--- src/rtl/pipelined_rca_adder.sv ---
// Pipelined ripple-carry adder: one SEG_W-bit segment per stage, valid/ready with full backpressure.
// Optional ADDER_DMR_EN adds a duplicate adder per stage whose mismatches are reported on out_err.
module pipelined_rca_adder #(
  parameter int WIDTH = 16,
  parameter int SEG_W = 4
) (
  input  logic                     clk,
  input  logic                     rst_n,
  input  logic                     in_valid,
  output logic                     in_ready,
  input  logic [WIDTH-1:0]         a,
  input  logic [WIDTH-1:0]         b,
  input  logic                     cin,
  output logic                     out_valid,
  input  logic                     out_ready,
  output logic [WIDTH-1:0]         sum,
  output logic                     cout,
  output logic                     ovf,
  output logic                     out_err,
  output logic                     fault_sticky,
  input  logic                     fault_clr,
  input  logic [WIDTH/SEG_W-1:0]   fi_mask
);

  localparam int NSEG = WIDTH / SEG_W;

  logic adv;

  assign adv       = !out_valid || out_ready;
  assign in_ready  = adv;
  assign out_valid = stg[NSEG-1].v_q;

  for (genvar k = 0; k < NSEG; k++) begin : stg
    localparam int IN_W   = WIDTH - k * SEG_W;
    localparam int DONE_W = (k + 1) * SEG_W;

    logic [IN_W-1:0]   a_in;
    logic [IN_W-1:0]   b_in;
    logic              c_in;
    logic              v_in;
    logic [DONE_W-1:0] s_next;
    logic [DONE_W-1:0] s_q;
    logic [SEG_W:0]    seg_p;
    logic [SEG_W-1:0]  seg_out;
    logic              c_q;
    logic              v_q;

    // Operands shrink by one segment per stage; the summed part grows by one.
    if (k == 0) begin : src
      assign a_in   = a;
      assign b_in   = b;
      assign c_in   = cin;
      assign v_in   = in_valid;
      assign s_next = seg_out;
    end else begin : src
      assign a_in   = stg[k-1].rem.a_q;
      assign b_in   = stg[k-1].rem.b_q;
      assign c_in   = stg[k-1].c_q;
      assign v_in   = stg[k-1].v_q;
      assign s_next = {seg_out, stg[k-1].s_q};
    end

    assign seg_p   = {1'b0, a_in[SEG_W-1:0]} + {1'b0, b_in[SEG_W-1:0]} + (SEG_W+1)'(c_in);
    assign seg_out = seg_p[SEG_W-1:0] ^ SEG_W'(fi_mask[k]);

    always_ff @(posedge clk or negedge rst_n) begin
      if (!rst_n) begin
        v_q <= 1'b0;
        c_q <= 1'b0;
        s_q <= '0;
      end else if (adv) begin
        v_q <= v_in;
        if (v_in) begin
          c_q <= seg_p[SEG_W];
          s_q <= s_next;
        end
      end
    end

    if (k < NSEG - 1) begin : rem
      logic [IN_W-SEG_W-1:0] a_q;
      logic [IN_W-SEG_W-1:0] b_q;

      always_ff @(posedge clk or negedge rst_n) begin
        if (!rst_n) begin
          a_q <= '0;
          b_q <= '0;
        end else if (adv && v_in) begin
          a_q <= a_in[IN_W-1:SEG_W];
          b_q <= b_in[IN_W-1:SEG_W];
        end
      end
    end else begin : fin
      logic o_q;

      // Carry into the MSB is recovered from the unfaulted segment sum.
      always_ff @(posedge clk or negedge rst_n) begin
        if (!rst_n) begin
          o_q <= 1'b0;
        end else if (adv && v_in) begin
          o_q <= (a_in[SEG_W-1] ^ b_in[SEG_W-1] ^ seg_p[SEG_W-1]) ^ seg_p[SEG_W];
        end
      end
    end

`ifdef ADDER_DMR_EN
    logic [SEG_W:0] dup;
    logic           rc;
    logic           e_in;
    logic           e_q;

    if (k == 0) begin : esrc
      assign e_in = 1'b0;
    end else begin : esrc
      assign e_in = stg[k-1].e_q;
    end

    // Shadow adder is a gate-level ripple so it shares no structure with seg_p.
    always_comb begin
      rc  = c_in;
      dup = '0;
      for (int i = 0; i < SEG_W; i++) begin
        dup[i] = a_in[i] ^ b_in[i] ^ rc;
        rc     = (a_in[i] & b_in[i]) | (rc & (a_in[i] ^ b_in[i]));
      end
      dup[SEG_W] = rc;
    end

    always_ff @(posedge clk or negedge rst_n) begin
      if (!rst_n) begin
        e_q <= 1'b0;
      end else if (adv && v_in) begin
        e_q <= e_in | (dup != {seg_p[SEG_W], seg_out});
      end
    end
`endif
  end

  assign sum  = stg[NSEG-1].s_q;
  assign cout = stg[NSEG-1].c_q;
  assign ovf  = stg[NSEG-1].fin.o_q;

`ifdef ADDER_DMR_EN
  assign out_err = stg[NSEG-1].e_q;
`else
  assign out_err = 1'b0;
`endif

  always_ff @(posedge clk or negedge rst_n) begin
    if (!rst_n) begin
      fault_sticky <= 1'b0;
    end else if (fault_clr) begin
      fault_sticky <= 1'b0;
    end else if (out_valid && out_ready && out_err) begin
      fault_sticky <= 1'b1;
    end
  end

endmodule

--- config.mk ---
export PLATFORM = sky130hd
export DESIGN_NAME = pipelined_rca_adder
export DESIGN_NICKNAME = d
export VERILOG_FILES = /design/src/rtl/pipelined_rca_adder.sv
export SDC_FILE = /design/constraint.sdc
export NUM_CORES = 1
export LEC_CHECK = 0
export BUFFER_PORTS_ARGS = -buffer_cell sky130_fd_sc_hd__buf_2
export CORE_ASPECT_RATIO = 2
export CORE_UTILIZATION = 46
export DETAILED_ROUTE_END_ITERATION = 16
export GPL_TIMING_DRIVEN = 0
export PLACE_DENSITY = 0.73
export SYNTH_ARGS = -nofsm -noshare
export SYNTH_HDL_FRONTEND = slang
export SYNTH_SLANG_ARGS = --single-unit
--- constraint.sdc ---
create_clock -name clk -period 4.24 [get_ports clk]
set_input_delay 0.424 -clock clk [delete_from_list [all_inputs] [get_ports clk]]
set_output_delay 0.424 -clock clk [all_outputs]
set_load 0.005 [all_outputs]
==> impl_results.md <==
- Most frequent CP cell: fa_1
- Most frequent cells in the layout: dfrtp_1 (97), buf_2 (62), mux2_4 (59)
- Worst path cell trace: fa_1 > fa_1 > a21o_1 > a21oi_1 > xnor2_1 > o21ai_1
- Final Hold Viols: 0
- Crit Path Class: flop to flop
- Wirelength per Cell: 13.9 um
- Initial core utilization: 47.8%
- Postcts setup bufs: 0
- CTS tree: yes
- Cell Rows: 50
- Outcome: completed
- Die W: 72.0 um
- Antenna Nets Post-Route: 0
- Sink Count: 97
- Max-Cap Viols: 0
- Largest net degree at the start of global routing: 74
- ANT cells: 0
- Die height: 142 um
- Yosys cell types: 29
- Top Ports: 64
- Crit share post-route: 48.6%
- Initial antenna violation count: 0
- Leak Pwr: 2.67 nW
- #FFs+latches synth: 97
- Post-synthesis instance area: 4510 sq um
- Post-synthesis sequential area ratio: 53.8%
- Ys Warns: 0
- Routed via count: 2,378
- Arr. time, crit path: 2.29 ns
- Ratio of cells with drive above 1 in the final layout: 44.8%
- Total grt overflow: 0
- Longest Clk Path Bufs: 2
- Final Setup Violations: 0
- CTS buffer count: 9
- Critical Path Source Type: flop
- Post-CTS sizing: 0
- Mapped Cells: 298
- DRC: 0
- Synth area leader: dfrtp_1
- Commonest non-fill, non-tap cell in the layout: dfrtp_1
- Gpl congestion: 0.737
- Critical path required time: 4.47 ns
- Gr usage total: 15.8%
- Worst path bufs/invs: 0
- CTS H-Tree Depth: 3
- Final Cell Area: 5300 sq um
- Worst Hold Class: primary input to flop
- PwrDens: 746 nW/um^2
- Reg clk slew, reported paths: 0.07 ns
- Routed vias/inst: 4.69
- Layout Nets: 434
- Peak supply drop: 0.380 mV
- Clk Latency, worst-skew pair: 0.35 ns
- Setup Skew: 0.00469 ns
- Top-area cell type share of the netlist area: 53.8%
- Worst stage delay on the critical path: 0.47 ns
- Core Region: 9450 sq um
- CTS root buf: clkbuf_16
- Layout Utilization: 56.1%
- R2r setup slk: 2.18 ns
- Port-buffer cells: 60
- Iteration count of the initial detailed-routing pass: 3
- Final Max Slew Viols: 0
- Fillers: 773
- Fmax: 0.486 GHz
- Area delta synth->final: 17.4%
- Number of global-route vias before repair: 2,498
- Crit end category: flop
- CP delay by family, top: adder cells
- Slowest library cell on the worst path: fa_1
- DR iter-0 viols: 71
- Most area-consuming cells after synthesis: dfrtp_1 (54%), mux2_4 (20%), mux2_2 (3.7%)
- Placed Area: 5010 sq um
- Fin crit period: 2.06 ns
- Die ar.: 10,200 sq um
- RSZ-0062 raised after global routing: false
- Setup TNS: 0 ns
- Post-Syn Area per Cell: 15.1 sq um
- Routed WL: 7040 um
- First-pass GRT wire length: 12,100 um
- Hold-fix buffers, CTS: 1
- Final HPWL DP: 5450 um
- Max FO, Critical Path: 2
## sequential cells by signal, indices dropped and copies added, names as in the netlist
signal and flops:
sum 16, stg.s_q 24, stg.rem.a_q 24, stg.rem.b_q 24
ovf 1, out_valid 1, cout 1, stg.c_q 3
stg.v_q 3
## metrics by stage
step	power [mW]	hold WS, ns	setup slack (ns)	instances
2_1_floorplan	2.84	0.128	2.33	299
3_3_place_gp	3.14	0.458	1.87	489
3_5_place_dp	3.24	0.352	2.18	490
4_1_cts	4.01	0.299	2.18	507
5_1_grt	4.23	0.304	2.08	507
6_report	3.95	0.305	2.18	507
## cell families after synthesis
family	synth area share, %
compound gates	4.10
xor+xnor	2.33
fa+ha+maj	6.88
buf+inv	4.88
flops	53.8
mux	23.4
other cells	0.0831
simple gates	4.55
## report_power, final
part	switching (mW)	leakage, nW	internal [mW]	total, mW
logic	0.619	1.38	0.984	1.60
registers	0.250	1.16	1.34	1.59
clock network	0.355	0.137	0.402	0.757
total	1.22	2.67	2.73	3.95
## Yosys cell counts
cell	n
a21boi_0	1
a21o_1	5
a21oi_1	6
a22oi_1	1
buf_12	6
buf_2	3
buf_4	2
clkbuf_8	1
conb_1	1
dfrtp_1	97
fa_1	8
ha_1	12
inv_1	12
inv_8	1
mux2_2	15
mux2_4	59
nand2_1	26
nand2_4	2
nand2_8	2
nor2_1	1
nor2b_1	2
nor2b_4	1
nor3b_1	1
o21ai_0	18
o21ai_1	1
o31ai_1	1
or2b_1	1
xnor2_1	6
xor2_1	6
## layer usage
metal  GRT usage [%]  up-vias  part of all wire (%)
met2            27.4       46                    54
li1                -     1171                     -
met4            8.77        0                   2.9
met5               0        -                     0
met1            18.3     1147                    40
met3            2.69       14                   2.9
## path summary, 6_finish.rpt
path,startpoint,to,cells after the start
worst max register to register,stg[2].c_q,ovf,6
min in group asynchronous,rst_n,stg[1].s_q[0],2
max in group asynchronous,rst_n,stg[1].rem.a_q[3],3
worst max-delay path,stg[2].c_q,ovf,6
worst min-delay path,a[10],stg[0].rem.a_q[6],2
worst min register to register,cout,cout,2
## cell type report
type	instances	area (sq um)	share of cell area, %
multi-input combinational	177	1870	35.3
inverter	13	56.3	1.06
tap	130	163	3.07
clock buffer	9	225	4.25
clock inverter	7	52.6	0.992
timing repair buffer	62	340	6.43
buffer	12	164	3.09
sequential	97	2430	45.8
Note: power is estimated with default switching activity, not from simulation.
